$ cat src/rtl/ptosda_pkg.sv
// Shared types and constants for the ptosda serial transmitter.
package ptosda_pkg;

    localparam int DATA_W_DEF   = 4;
    localparam int CLK_DIV_DEF  = 2;
    localparam int FRAME_PHASES = 2 * DATA_W_DEF + 4;

    typedef enum logic [2:0] {
        IDLE,
        START,
        BIT_LO,
        BIT_HI,
        STOP_LO,
        STOP_SU,
        STOP
    } state_t;

    // Number of scl phases in one frame for a given data width.
    function automatic int frame_phases(input int dw);
        return 2 * dw + 4;
    endfunction

endpackage

$ cat src/rtl/ptosda_if.sv
// Handshake and serial-link bundle between a data source and ptosda_tx.
interface ptosda_if
    import ptosda_pkg::*;
#(
    parameter int DATA_W = DATA_W_DEF
);
    logic [DATA_W-1:0] in_data;
    logic              in_valid;
    logic              in_ready;
    logic              busy;
    logic              done;
    logic              scl;
    logic              sda;

    modport master (
        output in_data, in_valid,
        input  in_ready, busy, done, scl, sda
    );

    modport slave (
        input  in_data, in_valid,
        output in_ready, busy, done, scl, sda
    );
endinterface

$ cat src/rtl/ptosda_sda_phase_tick.sv
// Phase timer: counts 0..CLK_DIV-1 and flags the last and second-to-last cycle.
module sda_phase_tick
    import ptosda_pkg::*;
#(
    parameter int CLK_DIV = CLK_DIV_DEF
) (
    input  logic clk,
    input  logic rst,
    input  logic i_load,
    output logic o_phase_end,
    output logic o_pre_end
);
    localparam logic [7:0] LAST    = 8'(CLK_DIV - 1);
    localparam logic [7:0] PRE     = (CLK_DIV >= 2) ? 8'(CLK_DIV - 2) : 8'd0;
    localparam bit         HAS_PRE = (CLK_DIV >= 2);

    logic [7:0] r_cnt;

    // Free-running phase counter, held at zero while loaded so a new frame starts on a clean phase.
    always_ff @(posedge clk) begin
        if (rst || i_load) begin
            r_cnt <= 8'd0;
        end else if (r_cnt == LAST) begin
            r_cnt <= 8'd0;
        end else begin
            r_cnt <= r_cnt + 8'd1;
        end
    end

    assign o_phase_end = !i_load && (r_cnt == LAST);
    // Lets the FSM register a pulse that lands exactly on the last cycle of a phase.
    assign o_pre_end   = HAS_PRE && !i_load && (r_cnt == PRE);

endmodule

$ cat src/rtl/ptosda_tx.sv
// Parallel-to-serial scl/sda transmitter: start, DATA_W bits MSB first, stop.
module ptosda_tx
    import ptosda_pkg::*;
#(
    parameter int DATA_W  = DATA_W_DEF,
    parameter int CLK_DIV = CLK_DIV_DEF
) (
    input  logic       clk,
    input  logic       rst,
    ptosda_if.slave    bus
);
    localparam int                BCNT_W   = $clog2(DATA_W + 1);
    localparam logic [BCNT_W-1:0] LAST_BIT = BCNT_W'(DATA_W - 1);

    state_t              r_state;
    logic [DATA_W-1:0]   r_shift;
    logic [BCNT_W-1:0]   r_bitcnt;
    logic                r_scl;
    logic                r_sda;
    logic                r_ready;
    logic                r_busy;
    logic                r_done;

    logic                w_load;
    logic                w_phase_end;
    logic                w_pre_end;
    logic [DATA_W-1:0]   w_shift_nxt;

    assign w_load      = (r_state == IDLE);
    assign w_shift_nxt = {r_shift[DATA_W-2:0], 1'b0};

    sda_phase_tick #(
        .CLK_DIV (CLK_DIV)
    ) u_tick (
        .clk         (clk),
        .rst         (rst),
        .i_load      (w_load),
        .o_phase_end (w_phase_end),
        .o_pre_end   (w_pre_end)
    );

    // Frame FSM; every output is registered and set on the edge that enters its phase.
    always_ff @(posedge clk) begin
        if (rst) begin
            r_state  <= IDLE;
            r_shift  <= '0;
            r_bitcnt <= '0;
            r_scl    <= 1'b1;
            r_sda    <= 1'b1;
            r_ready  <= 1'b1;
            r_busy   <= 1'b0;
            r_done   <= 1'b0;
        end else begin
            r_done <= 1'b0;
            case (r_state)
                IDLE: begin
                    if (bus.in_valid) begin
                        r_state  <= START;
                        r_shift  <= bus.in_data;
                        r_bitcnt <= '0;
                        r_scl    <= 1'b1;
                        r_sda    <= 1'b0;
                        r_ready  <= 1'b0;
                        r_busy   <= 1'b1;
                    end
                end
                START: begin
                    if (w_phase_end) begin
                        r_state <= BIT_LO;
                        r_scl   <= 1'b0;
                        r_sda   <= r_shift[DATA_W-1];
                    end
                end
                BIT_LO: begin
                    if (w_phase_end) begin
                        r_state <= BIT_HI;
                        r_scl   <= 1'b1;
                    end
                end
                BIT_HI: begin
                    if (w_phase_end) begin
                        r_shift  <= w_shift_nxt;
                        r_bitcnt <= r_bitcnt + 1'b1;
                        r_scl    <= 1'b0;
                        if (r_bitcnt == LAST_BIT) begin
                            r_state <= STOP_LO;
                            r_sda   <= 1'b0;
                        end else begin
                            r_state <= BIT_LO;
                            r_sda   <= w_shift_nxt[DATA_W-1];
                        end
                    end
                end
                STOP_LO: begin
                    if (w_phase_end) begin
                        r_state <= STOP_SU;
                        r_scl   <= 1'b1;
                        r_sda   <= 1'b0;
                    end
                end
                STOP_SU: begin
                    if (w_phase_end) begin
                        r_state <= STOP;
                        r_scl   <= 1'b1;
                        r_sda   <= 1'b1;
                        // A one-cycle STOP phase is also its own last cycle.
                        r_done  <= (CLK_DIV == 1);
                    end
                end
                STOP: begin
                    if (w_phase_end) begin
                        r_state <= IDLE;
                        r_ready <= 1'b1;
                        r_busy  <= 1'b0;
                    end else if (w_pre_end) begin
                        r_done  <= 1'b1;
                    end
                end
                default: begin
                    r_state <= IDLE;
                    r_scl   <= 1'b1;
                    r_sda   <= 1'b1;
                    r_ready <= 1'b1;
                    r_busy  <= 1'b0;
                end
            endcase
        end
    end

    assign bus.in_ready = r_ready;
    assign bus.busy     = r_busy;
    assign bus.done     = r_done;
    assign bus.scl      = r_scl;
    assign bus.sda      = r_sda;

endmodule

$ cat src/flat_wrapper.sv
// flat-port wrapper written by rule: the top's interface ports become plain ports
module ptosda_tx_flat import ptosda_pkg::*;
#(
    parameter int DATA_W  = DATA_W_DEF,
    parameter int CLK_DIV = CLK_DIV_DEF
)
  (clk, rst, bus_in_data, bus_in_valid, bus_in_ready, bus_busy, bus_done, bus_scl, bus_sda);
  ptosda_if #(.DATA_W(DATA_W)) bus_i ();
  input  logic clk;
  input  logic rst;
  input wire logic [$bits(bus_i.in_data)-1:0] bus_in_data;
  input wire logic [$bits(bus_i.in_valid)-1:0] bus_in_valid;
  output wire logic [$bits(bus_i.in_ready)-1:0] bus_in_ready;
  output wire logic [$bits(bus_i.busy)-1:0] bus_busy;
  output wire logic [$bits(bus_i.done)-1:0] bus_done;
  output wire logic [$bits(bus_i.scl)-1:0] bus_scl;
  output wire logic [$bits(bus_i.sda)-1:0] bus_sda;
  assign bus_i.in_data = bus_in_data;
  assign bus_i.in_valid = bus_in_valid;
  assign bus_in_ready = bus_i.in_ready;
  assign bus_busy = bus_i.busy;
  assign bus_done = bus_i.done;
  assign bus_scl = bus_i.scl;
  assign bus_sda = bus_i.sda;
  ptosda_tx #(.DATA_W(DATA_W), .CLK_DIV(CLK_DIV)) u_core (.clk(clk), .rst(rst), .bus(bus_i));
endmodule
$ cat config.mk
export PLATFORM = sky130hd
export DESIGN_NAME = ptosda_tx_flat
export DESIGN_NICKNAME = d
export VERILOG_FILES = /design/src/rtl/ptosda_pkg.sv /design/src/rtl/ptosda_if.sv /design/src/rtl/ptosda_sda_phase_tick.sv /design/src/rtl/ptosda_tx.sv /design/src/flat_wrapper.sv
export SDC_FILE = /design/constraint.sdc
export NUM_CORES = 1
export LEC_CHECK = 0
export ABC_AREA = 1
export ABC_CLOCK_PERIOD_IN_PS = 2070
export BUFFER_PORTS_ARGS = -buffer_cell sky130_fd_sc_hd__buf_2
export CAP_MARGIN = 20
export CELL_PAD_IN_SITES_DETAIL_PLACEMENT = 1
export CELL_PAD_IN_SITES_GLOBAL_PLACEMENT = 2
export CORE_MARGIN = 1
export CORE_UTILIZATION = 29
export DETAILED_ROUTE_END_ITERATION = 6
export PLACE_DENSITY_LB_ADDON = 0.3
export SETUP_SLACK_MARGIN = 0.4
export SLEW_MARGIN = 40
export SYNTH_ARGS = -nofsm -noshare
export SYNTH_HDL_FRONTEND = slang
export SYNTH_HIERARCHICAL = 1
export SYNTH_SLANG_ARGS = --single-unit
$ cat constraint.sdc
create_clock -name clk -period 2.07 [get_ports clk]
set_clock_uncertainty 0.1 [all_clocks]
set_input_delay 0.414 -clock clk [delete_from_list [all_inputs] [get_ports clk]]
set_output_delay 0.414 -clock clk [all_outputs]
set_load 0.02 [all_outputs]
Word level (Yosys, flattened, before mapping)

Index checks and enable logic that the tools add are counted.
W data, S select, Z words.

Add/subtract/negate cells: 2
Eq/ne operators: 17
Mux-type cells: 27
Bitwise logic cells: 3
Reductions and logical operators: 18

Operators by type and width:

| operator              | count |
|---|---|
| $mux W3               | 10 |
| $pmux W3 S7           | 1 |
| $ne A2 B2 Y1 const B  | 7 |
| $eq A3 B2 Y1 const B  | 3 |
| $eq A3 B3 Y1 const B  | 3 |
| $add A8 B1 Y8 const B | 1 |
| $eq A8 B1 Y1 const B  | 1 |
| $logic_not A8 Y1      | 1 |
| $mux W1               | 8 |
| $mux W4               | 2 |
| $pmux W4 S2           | 1 |
| $reduce_and A7 Y1     | 1 |
| $pmux W1 S3           | 2 |
| $pmux W1 S6           | 1 |
| $pmux W3 S2           | 1 |
| $reduce_and A3 Y1     | 2 |
| $reduce_and A6 Y1     | 1 |
| $reduce_or A2 Y1      | 3 |
| $reduce_or A3 Y1      | 2 |
| $reduce_or A5 Y1      | 1 |
| $ne A2 B1 Y1 const B  | 2 |
| $pmux W1 S4           | 1 |
| $reduce_and A4 Y1     | 1 |
| $add A3 B1 Y3 const B | 1 |
| 7 further kinds       | 10 |

Register bits after elaboration: 23
Output and inout port bits: 5
Word-level logic and storage cells: 76

Longest topological paths before layout

Depth in word-level cells: 5
Depth in mapped cells: 13
Depth with buffers taken out: 12

By module

Netlist, hierarchy kept.

Modules (own cells, without submodules):

| module         | times used | cells each | area each (um^2) | sequential area each (um^2) |
|---|---|---|---|---|
| ptosda_tx      | 1          | 141        | 957.2            | 300.3 |
| sda_phase_tick | 1          | 64         | 440.4            | 160.2 |

Worst setup path after synthesis

Ideal clock, no wire load.

Path type: flip-flop to flip-flop
Start point: reg u_core.r_state[2]
End point: reg u_core.r_shift[1]
Library setup time: 114 ps
Data arrival time: 1719 ps
Data required time: 1856 ps
Slack: 137 ps
Cell stages (with the launch flop): 11
Buffers on the path: 1
Clock period less this slack: 1933 ps
Cell sequence: dfxtp_1 inv_4 nand2_2 inv_1 nor3_1 inv_1 nand2_2 nand3_2 buf_6 nor2_1 nor2_2

Cells in the longest elaborated chain, start to end: 5
Elaborated cells between the ends (all ways): 9
Classes of those cells: eq/ne: 3; mux: 1; reduce/logical: 5

RTL lines:

| element                     | line                        | source |
|---|---|---|
| start, declared             | ptosda_tx.sv:15             | `state_t r_state;` |
| start signal, assigned      | ptosda_tx.sv:45             | `r_state <= IDLE;` |
| start signal, assigned      | ptosda_tx.sv:58             | `r_state <= START;` |
| start signal, assigned      | ptosda_tx.sv:69             | `r_state <= BIT_LO;` |
| $logic_not A3 Y1            | ptosda_tx.sv:29             | `assign w_load = (r_state == IDLE);` |
| via u_core.w_load           | ptosda_tx.sv:24             | `logic w_load;` |
| $logic_not A1 Y1            | ptosda_sda_phase_tick.sv:30 | `assign o_phase_end = !i_load && (r_cnt == LAST);` |
| $logic_and A1 B1 Y1         | ptosda_sda_phase_tick.sv:30 |  |
| via u_core.w_phase_end      | ptosda_tx.sv:25             | `logic w_phase_end;` |
| $ne A2 B2 Y1 (no line)      | --                          |  |
| $reduce_and A3 Y1 (no line) | --                          |  |
| end signal, assigned        | ptosda_tx.sv:59             | `r_shift <= bus.in_data;` |
| end signal, assigned        | ptosda_tx.sv:82             | `r_shift <= w_shift_nxt;` |
| end, declared               | ptosda_tx.sv:16             | `logic [DATA_W-1:0] r_shift;` |

The timed path passes the listed nets, and every way through them passes these cells.
A chain may end at the register's enable or synchronous reset.

Final worst setup path

Start point: reg u_core.u_tick.r_cnt[4]
End point: reg u_core.r_ready, in the netlist u_core/bus.in_ready

Cells in the longest elaborated chain, start to end: 4

RTL lines:

| element                     | line                        | source |
|---|---|---|
| start, declared             | ptosda_sda_phase_tick.sv:17 | `logic [7:0] r_cnt;` |
| start signal, assigned      | ptosda_sda_phase_tick.sv:26 | `r_cnt <= r_cnt + 8'd1;` |
| $eq A8 B1 Y1                | ptosda_sda_phase_tick.sv:30 |  |
| $logic_and A1 B1 Y1         | ptosda_sda_phase_tick.sv:30 |  |
| via u_core.w_phase_end      | ptosda_tx.sv:25             |  |
| $ne A2 B2 Y1 (no line)      | --                          |  |
| $reduce_and A3 Y1 (no line) | --                          |  |
| end signal, assigned        | ptosda_tx.sv:50             | `r_ready <= 1'b1;` |
| end signal, assigned        | ptosda_tx.sv:63             | `r_ready <= 1'b0;` |
| end signal, assigned        | ptosda_tx.sv:113            | `r_ready <= 1'b1;` |
| end, declared               | ptosda_tx.sv:20             | `logic r_ready;` |

The timed path passes the listed nets, and every way through them passes these cells.

==> impl_metrics.yaml <==
layout:
  final_cell_mix: "nand2_1 (48), nor2_1 (25), inv_1 (23)"
  syn2layout_area_growth_pct: 27.75
  layout.cells.non_filler: 284
  diodes: 0
  fin_util: 0.3964
  num-nets-final: 247
  fillers: 571
  layout_commonest_cell: "nand2_1"
  drive_gt1_frac: 0.3276
clock_tree:
  clockBufferDepth: 2
  path_clk_slew_ns: 0.09
  clk_latency_ns: 0.27
  cts_tree: "done"
  cts_buffers: 3
  clkSinkCount: 23
  h-tree-depth: 1
  cts_root_buffer: "clkbuf_8"
die:
  top_level_ports: 12
  start_util: 0.3103
  die_w_um: 71.42
  fp.dieArea_mm2: 0.005101
  rows: 24
  dieHeight_um: 71.42
  core_area_mm2: 0.004504
sta:
  maxSlewHeadroom: 0.7489
  finalSetupViolations: 0
  rsz0062_at_grt: "yes"
  period_share: 0.7896
  whs_ns: 0.3231
  setup-tns-final_ns: 0
  worst_slew_pin_slew_ns: 0.3744
  slew_viol_final: 0
  hold_violations: 0
  fmax_mhz: 611.9
  fin_crit_ns: 1.634
  setup_ws_ns: 0.4356
power:
  clkPwrFrac: 0.113
  peakVddDrop_uv: 470.4
  intPower_mw: 1.351
  leakage_nw: 0.8211
  swShare: 0.4821
  power.switching_mw: 1.258
  p_comb_frac: 0.630
  seqPwrFrac: 0.257
  power.density_mw_per_mm2: 1462
logic_synthesis:
  synth_top_area_frac: 0.3295
  yosysUniqueCellTypes: 28
  syn-cell-area_mm2: 0.001398
  netlist_top_cells_area: "dfxtp_1 (33%), nand2_1 (14%), nor2_1 (7.8%)"
  ys_seq_area_frac: 0.3295
  yosys.area.top_type: "dfxtp_1"
  syn_inst: 205
  synthesis.nets: 219
  yosys_warnings: 6
  avgSynthCellArea_um2: 6.818
  ys_ff_latch: 23
placed_design:
  pre_cts_ws_ns: 0.1385
  port_buffers: 11
  dpl.hpwl_mm: 2.542
  gp_congestion: 0.7334
  dp.cells: 268
route:
  wl_per_cell_um: 12.94
  via_count: 1325
  drt_iter0_markers: 50
  drc_errors: 0
  via_per_inst: 4.665
  dr.pass1.iters: 4
  final_antenna_net_count: 0
  drt_wl_total_mm: 3.675
global_route:
  antenna_found_initial: 0
  grt_max_degree: 15
  grt_pass1_wl_mm: 6.479
  grtUsageTotal: 0.1631
  grt-ovfl-total: 0
  grt_pass1_vias: 1376
min_path:
  holdCritPathClass: "primary input to flop"
setup_path:
  worstSetupEndpointType: "flop"
  crit_fanout: 6
  required_ns: 2.13
  crit_path_start_kind: "flop"
  critical_path_class: "flop to flop"
  critPathArrivalTime_ns: 1.70
status:
  status: "finished clean"
job:
  max_cap_viol_count: 0
[final timing paths]
check	slack [ns]	from	cells after the start	to
setup / recovery	0.44	u_core/u_tick/r_cnt[4]	8	u_core/bus.in_ready
hold / removal	0.32	rst	2	u_core/r_bitcnt[1]
setup reg to reg	0.44	u_core/u_tick/r_cnt[4]	8	u_core/bus.in_ready
hold reg to reg	0.37	u_core/bus.scl	2	u_core/bus.scl
[synth_stat cells]
cell type  number
nand2_1        51
nor2_1         29
inv_1          26
dfxtp_1        23
nand3_1        13
o21ai_0         9
a21oi_1         7
ha_1            7
nor2_2          7
nand4_1         6
nand2_2         4
buf_6           2
inv_2           2
inv_4           2
nand3_4         2
o21ai_1         2
xor2_1          2
buf_4           1
clkinv_1        1
nand3_2         1
nand3b_1        1
nor2_4          1
nor2_8          1
nor3_1          1
o211ai_1        1
o21bai_1        1
o22ai_1         1
xnor2_1         1
[flip-flops by register name (all words and copies together) (netlist names)]
name                 cells
u_core/bus.in_ready      1
u_core/bus.sda           1
u_core/bus.scl           1
u_core/r_state           3
u_core/bus.done          1
u_core/r_bitcnt          3
u_core/bus.busy          1
u_core/u_tick/r_cnt      8
u_core/r_shift           4
[routing by layer]
metal,GRT usage,wire [µm]
met5,0,0
met4,0.04000,17
met3,0.02954,89
met2,0.2646,1673
met1,0.2244,1894
[worst max-delay path, cell delays in order, from the launching register on]
cell and delay, ns:
dfxtp_4 0.37, nor2_4 0.10, nand2_2 0.08, nor3_4 0.27, inv_2 0.14, nand4_1 0.18
nand3_1 0.14, nand2_1 0.08, nand3_1 0.05
[power by group through the flow]
stage	combinational [mW]	sequential, mW	clock, mW
after global routing	1.87	0.683	0.332
after global placement	1.29	0.666	0
after floorplan	1.02	0.683	0
after CTS	1.50	0.669	0.317
after detailed placement	1.28	0.670	0
final	1.64	0.671	0.294
[what timing repair did]
| item | CTS | global route |
|---|---|---|
| resized for setup | 19 | 19 |
| gates cloned | 1 | 0 |
| buffers inserted | 6 | 5 |
| hold buffers | 0 | 0 |
| pin swaps | 8 | 9 |
| endpoints found under the setup margin | 14 | 13 |
[cell type report]
| type | count | area [µm²] | share of cell area |
|---|---|---|---|
| inverter | 31 | 128.9 | 0.07218 |
| clock inverter | 1 | 7.507 | 0.004205 |
| multi-input combinational | 149 | 899.6 | 0.5039 |
| tap | 52 | 65.06 | 0.03644 |
| sequential | 23 | 483.0 | 0.2705 |
| timing repair buffer | 25 | 160.2 | 0.08970 |
| clock buffer | 3 | 41.29 | 0.02313 |
[metrics by stage]
stage,power [mW],area (µm²)
finish,2.610,1785
global route,2.884,1785
CTS,2.484,1695
detailed placement,1.947,1524
global placement,1.957,1524
floorplan,1.703,1415
[kinds of logic (layout without fill, tap and decap cells)]
group,Yosys count,count (layout),share of synthesized area
buffers and inverters,34,60,0.1083
xor gates and xnor gates,3,3,0.01880
and+or+nand+nor,117,118,0.4011
DFF,23,23,0.3295
AOI/OAI and AO/OA,21,21,0.07968
adders and majority gates,7,7,0.06266
Power figures use the tool's default switching activity.
